==> config.mk <==
export PLATFORM = sky130hd
export DESIGN_NAME = serial_subtractor_m_bits
export DESIGN_NICKNAME = d
export VERILOG_FILES = /design/src/rtl/serial_subtractor_m_bits_pkg.sv /design/src/rtl/Vr_HW2_FA.sv /design/src/rtl/serial_subtractor_m_bits.sv
export SDC_FILE = /design/constraint.sdc
export NUM_CORES = 1
export LEC_CHECK = 0
export ABC_CLOCK_PERIOD_IN_PS = 2600
export BUFFER_PORTS_ARGS = -buffer_cell sky130_fd_sc_hd__buf_4
export CORE_MARGIN = 10
export CORE_UTILIZATION = 45
export DETAILED_ROUTE_END_ITERATION = 6
export MAX_ROUTING_LAYER = met4
export PLACE_DENSITY_LB_ADDON = 0.2
export REMOVE_ABC_BUFFERS = 1
export SLEW_MARGIN = 25
export SYNTH_ARGS = -nofsm -noshare
export SYNTH_HDL_FRONTEND = slang
export SYNTH_SLANG_ARGS = --single-unit
==> constraint.sdc <==
create_clock -name CLK -period 2.6 [get_ports CLK]
set_input_delay 0.13 -clock CLK [delete_from_list [all_inputs] [get_ports CLK]]
set_output_delay 0.13 -clock CLK [all_outputs]
set_load 0.05 [all_outputs]
==> src/rtl/serial_subtractor_m_bits_pkg.sv <==
// Shared definitions for the HW2 arithmetic blocks.
//   hw2_state_e   : common IDLE/RUN/FIN state encoding
//   HW2_DEFAULT_M : default operand width
package serial_subtractor_m_bits_pkg;

  localparam int unsigned HW2_DEFAULT_M = 32;

  typedef enum logic [1:0] {
    IDLE = 2'd0,
    RUN  = 2'd1,
    FIN  = 2'd2
  } hw2_state_e;

endpackage

==> src/rtl/Vr_HW2_FA.sv <==
// One-bit full adder.
//   A, B, CIN : addend bits and carry-in
//   S, COUT   : sum bit and carry-out
module Vr_HW2_FA (
  input  logic A,
  input  logic B,
  input  logic CIN,
  output logic S,
  output logic COUT
);

  assign S    = A ^ B ^ CIN;
  assign COUT = (A & B) | (A & CIN) | (B & CIN);

endmodule

==> src/rtl/serial_subtractor_m_bits.sv <==
// Bit-serial M-bit subtractor: D = A - B - BIN (mod 2^M), computed LSB first
// as A + ~B + ~BIN through a single full adder, one bit per clock.
//   CLK   : clock (rising edge)
//   RST   : synchronous active-high reset
//   START : begin a subtraction (only honoured in IDLE)
//   A, B  : minuend / subtrahend, captured when START is accepted
//   BIN   : borrow-in, captured when START is accepted
//   D     : difference, valid from the DONE cycle until the next accepted START
//   BOUT  : borrow-out (1 = unsigned A < B + BIN)
//   OVF   : two's-complement overflow
//   BUSY  : high for the M cycles spent processing bits
//   DONE  : one-cycle pulse marking D/BOUT/OVF valid
module serial_subtractor_m_bits
  import serial_subtractor_m_bits_pkg::*;
#(
  parameter int unsigned M = HW2_DEFAULT_M
) (
  input  logic         CLK,
  input  logic         RST,
  input  logic         START,
  input  logic [M-1:0] A,
  input  logic [M-1:0] B,
  input  logic         BIN,
  output logic [M-1:0] D,
  output logic         BOUT,
  output logic         OVF,
  output logic         BUSY,
  output logic         DONE
);

  localparam int unsigned CW = $clog2(M);
  localparam logic [CW-1:0] LAST = CW'(M - 1);

  hw2_state_e    state;
  logic [CW-1:0] cnt;
  logic [M-1:0]  a_sr;
  logic [M-1:0]  b_sr;     // holds ~B so the adder performs subtraction
  logic          carry;    // inverted borrow between bit slices
  logic          fa_s;
  logic          fa_cout;

  Vr_HW2_FA u_fa (
    .A    (a_sr[0]),
    .B    (b_sr[0]),
    .CIN  (carry),
    .S    (fa_s),
    .COUT (fa_cout)
  );

  always_ff @(posedge CLK) begin
    if (RST) begin
      state <= IDLE;
      cnt   <= '0;
      a_sr  <= '0;
      b_sr  <= '0;
      carry <= 1'b0;
      D     <= '0;
      BOUT  <= 1'b0;
      OVF   <= 1'b0;
      BUSY  <= 1'b0;
      DONE  <= 1'b0;
    end else begin
      case (state)
        IDLE: begin
          DONE <= 1'b0;
          if (START) begin
            a_sr  <= A;
            b_sr  <= ~B;
            carry <= ~BIN;
            cnt   <= '0;
            BUSY  <= 1'b1;
            state <= RUN;
          end
        end
        RUN: begin
          // Sum bits enter at the top, so after M shifts bit 0 sits at D[0].
          D     <= {fa_s, D[M-1:1]};
          a_sr  <= a_sr >> 1;
          b_sr  <= b_sr >> 1;
          carry <= fa_cout;
          if (cnt == LAST) begin
            // carry still holds the carry into the MSB slice here.
            BOUT  <= ~fa_cout;
            OVF   <= carry ^ fa_cout;
            BUSY  <= 1'b0;
            DONE  <= 1'b1;
            state <= FIN;
          end else begin
            cnt <= cnt + CW'(1);
          end
        end
        FIN: begin
          DONE  <= 1'b0;
          state <= IDLE;
        end
        default: begin
          BUSY  <= 1'b0;
          DONE  <= 1'b0;
          state <= IDLE;
        end
      endcase
    end
  end

endmodule

Yosys cells after proc, flatten, opt, wreduce, memory -nomap -nowiden --
Cells that the tools add are included.
Cells by class: eq/ne operators 6, $add $sub $neg 1, bitwise operators 13, reduce and logical (&&, ||, !) cells 8, multiplexer cells 15
Operator list (number):
- case mux 32 bit (2 select lines) | 2
- two-way mux 32 bit | 2
- inverter 32 bit | 1
- two-way mux 5 bit | 2
- case mux 5 bit (2 select lines) | 1
- inequality test 2 bit (second input constant) | 3
- AND reduction 2 bit | 3
- AND reduction 3 bit | 2
- adder 5 x 1 -> 5 bit (second input constant) | 1
- equality test 5 bit (second input constant) | 1
- two-way mux 2 bit | 2
- inverter 1 bit | 4
- case mux 2 bit (2 select lines) | 1
- bitwise AND 1 bit | 3
- two-way mux 1 bit | 3
- case mux 1 bit (3 select lines) | 1
- bitwise XOR 1 bit | 3
- equality test 2 x 1 -> 1 bit (second input constant) | 1
- equality test 2 bit (second input constant) | 1
- logical NOT 2 bit | 1
- bitwise OR 1 bit | 2
- case mux 1 bit (2 select lines) | 1
- nonzero test 2 bit | 1
- OR reduction 2 bit | 1
Storage, ports and cells: bits in registers 108, logic and storage cells 53, output and inout port bits 36, bits of input ports 68

Longest topological paths before layout --
Gate-level depths: netlist (run 1).
word-level depth 4, mapped depth 6, depth with buffers taken out 6

By module --
From an unflattened synthesis (run 1), not the netlist that was laid out.
Unflattened totals: cell total of the unflattened synthesis 526, area, all modules 4601.9 um^2
Modules (own cells, without submodules):
- serial_subtractor_m_bits | cells an instance 525, area each 4581.9 um^2, seq. area each 2162.1 um^2, instances 1
- Vr_HW2_FA | cells an instance 1, area each 20.0 um^2, seq. area each 0.0 um^2, instances 1

Least setup slack after synthesis (run 1) --
OpenSTA, ideal clock, no wires.
path kind register to register, start point register cnt[0], end point register cnt[3], stages on the path, launching flop included 7, arrival time 1.631 ns, slack 0.848 ns, buffers on the path 0, library setup time 0.121 ns, period minus slack after synthesis 1.752 ns, required time 2.479 ns, cell sequence dfxtp_1 ha_1 and3_1 ha_1 nand2b_1 a211oi_1 mux2_2
Between the ends: word-level cells in the longest chain between the ends 3, elaborated cells between the ends (all ways) 6, classes of those cells add/sub: 1; eq/ne: 2; mux: 2; reduce/logical: 1
RTL lines:
- start: declaration | RTL line serial_subtractor_m_bits.sv:35 | logic [CW-1:0] cnt;
- start signal: assignment | RTL line serial_subtractor_m_bits.sv:89 | cnt <= cnt + CW'(1);
- adder 5 x 1 -> 5 bit / equality test 5 bit (equally long branches) | RTL line serial_subtractor_m_bits.sv:89, serial_subtractor_m_bits.sv:81
- two-way mux 5 bit / inequality test 2 bit (equally long branches)
- case mux 5 bit (2 select lines) / AND reduction 3 bit (equally long branches)
Parallel ways exist; a longest one is shown, timed or not. The select of a mux whose other input is x is not followed. A chain may end at the register's enable or synchronous reset.

Final worst setup path (run 1) --
Ends and elaborated chain as after synthesis.

==> metrics.csv, run 1 <==
metric,value,unit
status,finished clean,
firstDrtPassIters,4,
cts_sinks,108,
clkTransAtPathRegs,110,ps
yosysSeqAreaShare,0.466,
post-route-period-util,0.736,
die_h,122,um
htree_num_levels,3,
synth.most_common_cell,nand2_1,
cts_tree,yes,
p_sw_frac,0.273,
multi_input_area,0.00225,sq mm
cts_root_buf,clkbuf_8,
internal_power,2.39,mW
place_inst,759,
fillers,969,
drive_gt1_frac,0.207,
antenna_found_initial,0,
max_freq,0.523,GHz
die_x,122,um
ir_worst_vdd,277,uV
clock_path_buffers,2,
power_frac_clock,0.302,
hold_buffers,0,
grt_use_total,0.147,
seq_power_share,0.552,
synth_area_leaders,"dfxtp_1 47%, nand2_1 9.8%, o32ai_1 6.0%, nor2_1 5.5%, a311oi_1 5.3%",
async_reset_ff_frac,0,
end_kind,flip-flop,
finalHoldViolCount,0,
drc_errors,0,
grt_overflow_total,0,
relSlewSlack,0.586,
n_antenna_cell,0,
regArea,0.00216,sq mm
setup_viol,0,
post_cts_buffers,0,
viasPerCell,5.14,
drtIter0Drc,268,
arrival,2170,ps
clock_skew,16.8,ps
crit_type,reg -> reg,
start_kind,flip-flop,
syn_inst,563,
cts_buffers,9,
cts.repair.resized,0,
required,2850,ps
stdcell_count,775,
hold_class,in -> reg,
combPwrFrac,0.146,
vias,3987,
cap_violations,0,
hpwl,7160,um
ys_top_cells_by_count,"121 x nand2_1, 108 x dfxtp_1, 68 x nor2_1",
final-max-slew-violation-count,0,
synth-edff-count,0,
syn-cell-area,0.00464,sq mm
ys.flop_type,dfxtp_1,
boundaryPins,104,
p_per_area,582,mW/mm^2
wl_per_cell,13.9,um
start_util,0.455,
worstPathMaxFanout,4,
numPortBuffers,103,
ys_ff_latch,108,
nets,706,
yosysTopAreaCellShare,0.466,
grt_max_degree,72,
yosys_warnings,0,
core_area,0.0102,sq mm
worst_slack,687,ps
avgSynthCellArea,8.24,sq um
p_leak,2.26,nW
ant_nets,0,
synth.largest_area_cell,dfxtp_1,
worstMarginPinSlew,620,ps
grt_pass1_wl,17900,um
syn2layout_area_growth,21.7,%
first_global_vias,3867,
dpl_worst_slack,707,ps
min_period,1910,ps
clock_latency,360,ps
ys_types,32,
drt-total-wl,10800,um
fp.dieArea,0.0148,sq mm
place_congestion,0.784,
grt_setup_unrepaired,no,
switching_power,896,uW
rows,37,
-- worst paths after layout --
kind	from	end	slack (ps)	cells past startpoint
worst min register to register	D[0]$_SDFFE_PP0P_	D[0]$_SDFFE_PP0P_	470	2
worst max-delay path	cnt[0]$_SDFFE_PP0P_	cnt[3]$_SDFFE_PP0P_	690	6
worst max register to register	cnt[0]$_SDFFE_PP0P_	cnt[3]$_SDFFE_PP0P_	690	6
worst min-delay path	A[10]	a_sr[10]$_SDFFE_PP0P_	30	3
-- metal layers --
metal / track usage / routed length (um) / vias up
met1: 0.179 / 5100 / 1849
met3: 0.0326 / 434 / 10
met2: 0.237 / 5120 / 75
met5: - / 0 / -
li1: - / - / 2053
met4: 0.0469 / 104 / 0
-- critical path, cell delays in order, from the launching register on --
cell and delay, ps:
dfxtp_1 340, ha_1 200, and3_1 200, ha_1 210
nand2b_1 180, a211oi_1 300, mux2_2 360
-- kinds of logic after synthesis --
kind of cell / share of synthesized area
AO/OA/AOI/OAI: 0.173
XOR/XNOR: 0.00189
adder cells (fa/ha/maj): 0.0124
buffers and inverters: 0.0529
flip-flops: 0.466
multiplexers: 0.0200
AND/OR/NAND/NOR: 0.274
-- power by group through the flow --
| stage | combinational (mW) | clock, mW | sequential (mW) |
|---|---|---|---|
| after floorplan | 0.289 | 0 | 1.85 |
| after global placement | 0.473 | 0 | 1.85 |
| after detailed placement | 0.485 | 0 | 1.85 |
| after CTS | 0.487 | 1.03 | 1.81 |
| after global routing | 0.536 | 1.10 | 1.83 |
| final | 0.481 | 0.993 | 1.81 |
-- final cells by class --
| cell class | instances | share of cell area |
|---|---|---|
| Clock buffer | 11 | 0.0268 |
| Sequential cell | 108 | 0.383 |
| Clock inverter | 5 | 0.00731 |
| Timing Repair Buffer | 109 | 0.152 |
| Inverter | 5 | 0.00332 |
| Tap cell | 136 | 0.0301 |
| Multi-Input combinational cell | 401 | 0.398 |
-- through the flow --
step / TNS [ps] / hold WS, ps / area, sq um / utilization / total power [mW]
after floorplan: -59880 / 199 / 4410 / - / 2.14
after global placement: 0 / 409 / 5450 / 0.535 / 2.32
after detailed placement: 0 / 418 / 5450 / 0.535 / 2.33
after CTS: 0 / 14.4 / 5650 / 0.554 / 3.33
after global routing: 0 / 3.35 / 5650 / 0.554 / 3.47
final: 0 / 28.3 / 5650 / 0.554 / 3.29
-- registers in the layout, indices dropped and copies added (netlist names), 2 cells and up --
name   cells
a_sr      32
cnt        5
b_sr      32
D         32
state      2
-- cells in the final DEF, fill, tap and decap left out, types with 2 or more instances in the layout --
cell	Yosys	layout
ha_1	3	3
nand3b_1	3	3
inv_1	5	5
nand3_1	2	2
nor3b_1	3	3
and2_1	31	31
a21oi_1	36	36
o22ai_1	2	2
inv_6	0	2
buf_12	0	3
clkbuf_8	0	11
mux2i_1	7	7
o32ai_1	32	32
a211oi_1	6	6
buf_4	3	106
nor2_1	68	68
mux2_2	2	2
a311oi_1	28	28
nor3_1	3	3
nand2b_1	39	38
dfxtp_1	108	108
nand2_1	121	121
nor2b_1	5	5
Note: power is estimated with default switching activity, not from simulation.
==> run 2: changes to the inputs <==
ABC_AREA = 1   (was not set)
ABC_CLOCK_PERIOD_IN_PS = 1900   (was 2600)
clock period = 1.9 ns   (was 2.6 ns; I/O delays follow)
==> run 2 against run 1 <==
Against the previous run: count of clock-buffer cells in the layout shrank 1; utilization rose by 1.4 points; combinational power grew 140%; clock skew fell by 1.5 ps; non-clock buffer count grew 19; power rose by 58%; sequential power up 41%; critical endpoint is now cnt[1]$_SDFFE_PP0P_.
==> metrics.csv, run 2 <==
metric,value,unit,change
status,finished clean,,unchanged
layout_common_cells,"131 x nand2_1, 122 x nand3_1, 109 x buf_4, 108 x dfxtp_1, 99 x inv_1",,"was 121 x nand2_1, 108 x dfxtp_1, 106 x buf_4, 68 x nor2_1, 38 x nand2b_1"
cp.buffers_inverters,1,,was 0
start_kind,flip-flop,,unchanged
cts_root_buf,clkbuf_8,,unchanged
setup_viol,0,,unchanged
cp_slowest_cell,dfxtp_1,,was mux2_2
final_common_cell,nand2_1,,unchanged
antenna_found_initial,0,,unchanged
syn2layout_area_growth,24.6,%,was 21.7%
ys_ff_latch,108,,unchanged
worstReg2RegStart,cnt[0]$_SDFFE_PP0P_,,unchanged
syn-cell-area,0.00490,sq mm,was 0.00464 sq mm
stdcell_count,959,,was 775
synth.most_common_cell,nand2_1,,unchanged
cap_violations,0,,unchanged
avgSynthCellArea,6.75,sq um,was 8.24 sq um
synth.largest_area_cell,dfxtp_1,,unchanged
ir_worst_vdd,416,uV,was 277 uV
numPortBuffers,103,,unchanged
clkTransAtPathRegs,110,ps,about the same
n_antenna_cell,0,,unchanged
hpwl,7970,um,was 7160 um
start_util,0.456,,was 0.455
place_inst,929,,was 759
tns,0,ps,unchanged
arrival,1920,ps,was 2170 ps
grt_max_degree,56,,was 72
htree_num_levels,3,,unchanged
ff2ff_path_depth,9,,was 6
ant_nets,0,,unchanged
vias,4655,,"was 3,987"
synth_compound_area_frac,0.115,,was 0.173
crit_family,simple AND/OR/NAND/NOR gates,,was adder cells
die_h,124,um,was 122 um
required,2170,ps,was 2850 ps
rows,38,,was 37
clock_latency,370,ps,was 360 ps
ys_top_cells_by_count,"132 x nand2_1, 122 x nand3_1, 108 x dfxtp_1",,"was 121 x nand2_1, 108 x dfxtp_1, 68 x nor2_1"
die_x,124,um,was 122 um
hold_class,in -> reg,,unchanged
grt_pass1_wl,20500,um,"was 17,900 um"
post-route-period-util,0.869,,was 0.736
hold_depth,4,,was 3
boundaryPins,104,,unchanged
firstDrtPassIters,5,,was 4
p_leak,2.81,nW,was 2.26 nW
cts.repair.resized,0,,unchanged
yosys_warnings,0,,unchanged
synth-edff-count,0,,unchanged
hold_buffers,13,,was 0
synthMuxAreaShare,0,,was 0.0200
cp_slowest_stage_delay,390,ps,was 360 ps
cts_buffers,9,,unchanged
synth_xor_area_frac,0.00179,,was 0.00189
reg_top3,"D x32, a_sr x32, b_sr x32",,unchanged
r2r_end,cnt[1]$_SDFFE_PP0P_,,was cnt[3]$_SDFFE_PP0P_
crit_type,reg -> reg,,unchanged
cts_tree,yes,,unchanged
r2r_setup_slack,250,ps,was 690 ps
relSlewSlack,0.679,,was 0.586
wl_per_cell,12.8,um,was 13.9 um
drive_gt1_frac,0.166,,was 0.207
synth_area_leaders,"dfxtp_1 44%, nand3_1 12%, nand2_1 10%, inv_1 7.6%, a21oi_1 7.0%",,"was dfxtp_1 47%, nand2_1 9.8%, o32ai_1 6.0%, nor2_1 5.5%, a311oi_1 5.3%"
crit_chain,ha_1 > nand2_1 > nor2_1 > ha_1 > inv_1 > nand3_1 > nand2_1 > o21ai_0 > nor2_1,,was ha_1 > and3_1 > ha_1 > nand2b_1 > a211oi_1 > mux2_2
synthAdderAreaFrac,0.0117,,was 0.0124
worstPathMaxFanout,5,,was 4
yosysTopAreaCellShare,0.441,,was 0.466
grt_overflow_total,0,,unchanged
ys.flop_type,dfxtp_1,,unchanged
synth_top_family_by_area,simple AND/OR/NAND/NOR gates,,unchanged
core_area,0.0107,sq mm,was 0.0102 sq mm
yosysSeqAreaShare,0.441,,was 0.466
async_reset_ff_frac,0,,unchanged
post_cts_buffers,0,,unchanged
finalHoldViolCount,0,,unchanged
clock_skew,15.3,ps,was 16.8 ps
drc_errors,0,,unchanged
viasPerCell,4.85,,was 5.14
synthSimpleGateAreaFrac,0.303,,was 0.274
drtIter0Drc,413,,was 268
clock_path_buffers,2,,unchanged
grt_setup_unrepaired,no,,unchanged
p_per_area,849,mW/mm^2,was 582 mW/mm^2
fp.dieArea,0.0155,sq mm,was 0.0148 sq mm
worstMarginPinSlew,481,ps,was 620 ps
grt_use_total,0.155,,was 0.147
place_congestion,0.806,,was 0.784
first_global_vias,4357,,"was 3,867"
end_kind,flip-flop,,unchanged
syn_inst,726,,was 563
ys_types,21,,was 32
final-max-slew-violation-count,0,,unchanged
min_period,1650,ps,was 1910 ps
hold_end,b_sr[25]$_SDFFE_PP0P_,,was a_sr[10]$_SDFFE_PP0P_
cts_sinks,108,,unchanged
hold_path_startpoint,B[25],,was A[10]
drt-total-wl,12200,um,"was 10,800 um"
nets,886,,was 706
max_freq,0.606,GHz,was 0.523 GHz
[run 2: cell count changes after synthesis, moves of 11 or more]
| cell | delta |
|---|---|
| nand3_1 | +120 |
| inv_1 | +94 |
| nand2b_1 | -39 |
| o21ai_0 | +37 |
| a21oi_1 | +33 |
| o32ai_1 | -32 |
| and2_1 | -31 |
| a311oi_1 | -28 |
| nor2_1 | +16 |
| nand2_1 | +11 |
[run 2: worst min-delay path: stages]
cell and delay [ps]:
buf_4 80, nand2_1 40, nand3_1 70, a21oi_1 50
[run 2: per-stage QoR]
step,hold WS (ps),total power [mW],cell area (sq um),utilization,setup slack [ps]
2_1_floorplan,164,3.34,4660,-,-1280
3_3_place_gp,360,3.72,5760,0.536,408
3_5_place_dp,367,3.76,5760,0.536,265
4_1_cts,0.766,5.23,6100,0.567,241
5_1_grt,0.105,5.48,6110,0.568,65.7
6_report,5.74,5.19,6110,0.568,249
[run 2: layout make-up]
type | instances | area, sq um
well taps | 140 | 175
clock buffers | 10 | 138
fillers | 1060 | 4640
flip-flops and latches | 108 | 2160
inverters | 101 | 379
clock inverters | 6 | 70.1
repair buffers | 128 | 1060
multi-input cells | 466 | 2120
[run 2: kinds of logic (layout without fill, tap and decap cells)]
| kind of cell | after synthesis | after routing |
|---|---|---|
| XOR/XNOR | 1 | 1 |
| adder cells (fa/ha/maj) | 4 | 4 |
| AO/OA/AOI/OAI | 112 | 112 |
| AND/OR/NAND/NOR | 349 | 349 |
| flip-flops | 108 | 108 |
| buffers and inverters | 152 | 245 |
[run 2: worst max-delay path by stage]
stage	startpoint	end	slack, ps	depth (start not counted)
2_1_floorplan	state[1]$_SDFFE_PP0P_	a_sr[0]$_SDFFE_PP0P_	-1280	5
3_3_place_gp	cnt[0]$_SDFFE_PP0P_	cnt[1]$_SDFFE_PP0P_	410	9
3_5_place_dp	cnt[0]$_SDFFE_PP0P_	cnt[0]$_SDFFE_PP0P_	260	9
4_1_cts	cnt[0]$_SDFFE_PP0P_	cnt[0]$_SDFFE_PP0P_	240	9
5_1_grt	cnt[0]$_SDFFE_PP0P_	cnt[0]$_SDFFE_PP0P_	70	9
6_report	cnt[0]$_SDFFE_PP0P_	cnt[1]$_SDFFE_PP0P_	250	9
[run 2: power by group]
group | internal, mW | leakage [nW] | switching (mW)
sequential | 2.45 | 0.891 | 0.109
combinational | 0.443 | 1.81 | 0.717
clock | 0.659 | 0.107 | 0.806
total | 3.55 | 2.81 | 1.63
[run 2: metal layers]
metal | share of wire | routed length (um) | up-vias | global-route usage
li1 | - | - | 2462 | -
met4 | 0.010 | 127 | 0 | 0.0432
met3 | 0.042 | 508 | 12 | 0.0328
met1 | 0.46 | 5630 | 2086 | 0.188
met2 | 0.49 | 5970 | 95 | 0.254
met5 | 0 | 0 | - | -
==> run 3: changes to the inputs <==
PLACE_DENSITY = 0.65   (was not set)
PLACE_DENSITY_LB_ADDON = not set   (was 0.2)
SLEW_MARGIN = not set   (was 25)
==> run 3 against run 2 <==
Against the previous run: sequential power about the same; register-to-register slack worse by 20 ps; cell count down 0.73%; first-iteration DRC count up 7.3%; critical path depth unchanged; worst setup slack worse by 19 ps; combinational power about the same; routed wire length down 1.2%; sequential share of layout area up 0.47 points; highest routed layer unchanged.
==> metrics.csv, run 3 (synthesis results as in run 2) <==
metric,value,unit,change
fp.dieArea,0.0155,sq mm,unchanged
hold_class,in -> reg,,unchanged
tns,0,ps,unchanged
die_x,124,um,unchanged
grt_pass1_wl,20200,um,"was 20,500 um"
p_per_area,835,mW/mm^2,was 849 mW/mm^2
wl_per_cell,12.7,um,was 12.8 um
internal_power,3.42,mW,was 3.55 mW
cap_violations,0,,unchanged
arrival,1930,ps,was 1920 ps
cts_sinks,108,,unchanged
r2r_end,cnt[0]$_SDFFE_PP0P_,,was cnt[1]$_SDFFE_PP0P_
min_period,1670,ps,was 1650 ps
cp_slowest_cell,dfxtp_1,,unchanged
post-route-period-util,0.879,,was 0.869
drt-total-wl,12100,um,"was 12,200 um"
p_leak,2.78,nW,was 2.81 nW
ant_nets,0,,unchanged
ff2ff_path_depth,9,,unchanged
p_sw_frac,0.321,,was 0.315
cp_slowest_stage_delay,410,ps,was 390 ps
clkTransAtPathRegs,110,ps,about the same
seq_power_share,0.509,,was 0.494
start_kind,flip-flop,,unchanged
drive_gt1_frac,0.166,,about the same
n_antenna_cell,0,,unchanged
clock_path_buffers,2,,unchanged
vias,4611,,"was 4,655"
hpwl,7750,um,was 7970 um
hold_depth,4,,unchanged
worstMarginPinSlew,374,ps,was 481 ps
crit_type,reg -> reg,,unchanged
post_cts_buffers,0,,unchanged
place_inst,928,,was 929
ir_worst_vdd,347,uV,was 416 uV
cts_root_buf,clkbuf_8,,unchanged
grt_setup_unrepaired,no,,unchanged
drtIter0Drc,443,,was 413
worstPathMaxFanout,5,,unchanged
first_global_vias,4325,,"was 4,357"
firstDrtPassIters,5,,unchanged
stdcell_count,952,,was 959
reg_top3,"D x32, a_sr x32, b_sr x32",,unchanged
place_area,0.00576,sq mm,about the same
dpl_worst_slack,270,ps,was 265 ps
final-max-slew-violation-count,0,,unchanged
finalHoldViolCount,0,,unchanged
end_kind,flip-flop,,unchanged
numPortBuffers,103,,unchanged
grt_overflow_total,0,,unchanged
cp_num_cells,9,,unchanged
clock_skew,17.4,ps,was 15.3 ps
core_area,0.0107,sq mm,unchanged
cts_tree,yes,,unchanged
antenna_found_initial,0,,unchanged
switching_power,1.62,mW,was 1.63 mW
layout_common_cells,"131 x nand2_1, 122 x nand3_1, 108 x dfxtp_1, 107 x buf_4, 99 x inv_1",,"was 131 x nand2_1, 122 x nand3_1, 109 x buf_4, 108 x dfxtp_1, 99 x inv_1"
power_frac_clock,0.263,,was 0.282
nets,879,,was 886
status,finished clean,,unchanged
htree_num_levels,3,,unchanged
setup_viol,0,,unchanged
place_congestion,0.820,,was 0.806
r2r_setup_slack,230,ps,was 250 ps
hold_slack,8.07,ps,was 5.74 ps
worst_slack,230,ps,was 249 ps
max_freq,0.599,GHz,was 0.606 GHz
final_common_cell,nand2_1,,unchanged
rows,38,,unchanged
relSlewSlack,0.751,,was 0.679
crit_family,simple AND/OR/NAND/NOR gates,,unchanged
combPwrFrac,0.228,,was 0.224
cp.buffers_inverters,1,,unchanged
grt_max_degree,97,,was 56
syn2layout_area_growth,23.0,%,was 24.6%
die_h,124,um,unchanged
boundaryPins,104,,unchanged
viasPerCell,4.84,,was 4.85
required,2160,ps,was 2170 ps
drc_errors,0,,unchanged
start_util,0.456,,unchanged
hold_end,b_sr[7]$_SDFFE_PP0P_,,was b_sr[25]$_SDFFE_PP0P_
clock_latency,370,ps,about the same
fin_area,0.00603,sq mm,was 0.00611 sq mm
worstReg2RegStart,cnt[0]$_SDFFE_PP0P_,,unchanged
grt_use_total,0.152,,was 0.155
crit_chain,ha_1 > nand2_1 > nor2_1 > ha_1 > inv_1 > nand3_1 > nand2_1 > o21ai_0 > nor2_1,,unchanged
cts_buffers,9,,unchanged
startpoint,cnt[0]$_SDFFE_PP0P_,,unchanged
hold_path_startpoint,B[7],,was B[25]
## run 3: cell count changes in the layout (fill, tap and decap cells not counted)
cell | before | now
buf_12 | 5 | 6
buf_4 | 109 | 107
bufinv_16 | 1 | 0
clkinv_2 | 1 | 2
clkinv_4 | 2 | 1
dlygate4sd3_1 | 14 | 8
inv_6 | 2 | 3
o21ai_0 | 38 | 37
o21ai_1 | 4 | 5
## run 3: cell type report
| class | instances | area, sq um |
|---|---|---|
| clock buffer | 10 | 138 |
| timing repair buffer | 121 | 1000 |
| inverter | 101 | 379 |
| multi-input combinational | 466 | 2120 |
| tap | 140 | 175 |
| sequential | 108 | 2160 |
| fill | 1106 | 4720 |
| clock inverter | 6 | 45.0 |
## run 3: worst max path at each step
| stage | end | slack [ps] |
|---|---|---|
| after floorplan | a_sr[0]$_SDFFE_PP0P_ | -1280 |
| after global placement | cnt[1]$_SDFFE_PP0P_ | 410 |
| after detailed placement | cnt[4]$_SDFFE_PP0P_ | 270 |
| after CTS | cnt[4]$_SDFFE_PP0P_ | 230 |
| after global routing | cnt[0]$_SDFFE_PP0P_ | 8 |
| final | cnt[0]$_SDFFE_PP0P_ | 230 |
## run 3: metal layers
layer	wire length (um)	GRT usage	part of all wire	vias to the layer above
li1	-	-	-	2444
met1	5670	0.191	0.47	2053
met2	5810	0.245	0.48	105
met3	467	0.0281	0.039	9
met4	130	0.0425	0.011	0
met5	0	-	0	-
## run 3: power groups by stage
| stage | registers (mW) | clock network (mW) | logic, mW |
|---|---|---|---|
| 2_1_floorplan | 2.80 | 0 | 0.541 |
| 3_3_place_gp | 2.61 | 0 | 1.13 |
| 3_5_place_dp | 2.61 | 0 | 1.14 |
| 4_1_cts | 2.56 | 1.38 | 1.16 |
| 5_1_grt | 2.59 | 1.47 | 1.28 |
| 6_report | 2.56 | 1.32 | 1.15 |
## run 3: timing repair
item                                   in CTS  in global routing
hold buffers                                7                  1
endpoints found under the hold margin       7                  1
gates resized for setup                     0                  1
setup endpoints to repair                   0                  1
## run 3: per-stage QoR
| step | total power, mW | util |
|---|---|---|
| 2_1_floorplan | 3.34 | - |
| 3_3_place_gp | 3.73 | 0.536 |
| 3_5_place_dp | 3.76 | 0.536 |
| 4_1_cts | 5.10 | 0.560 |
| 5_1_grt | 5.34 | 0.561 |
| 6_report | 5.03 | 0.561 |
## run 3: worst register-to-register path, stage by stage, from the launching register on
cell	delay (ps)
dfxtp_1	410
ha_1	220
nand2_1	80
nor2_1	130
ha_1	220
inv_1	70
nand3_1	80
nand2_1	120
o21ai_0	200
nor2_1	50
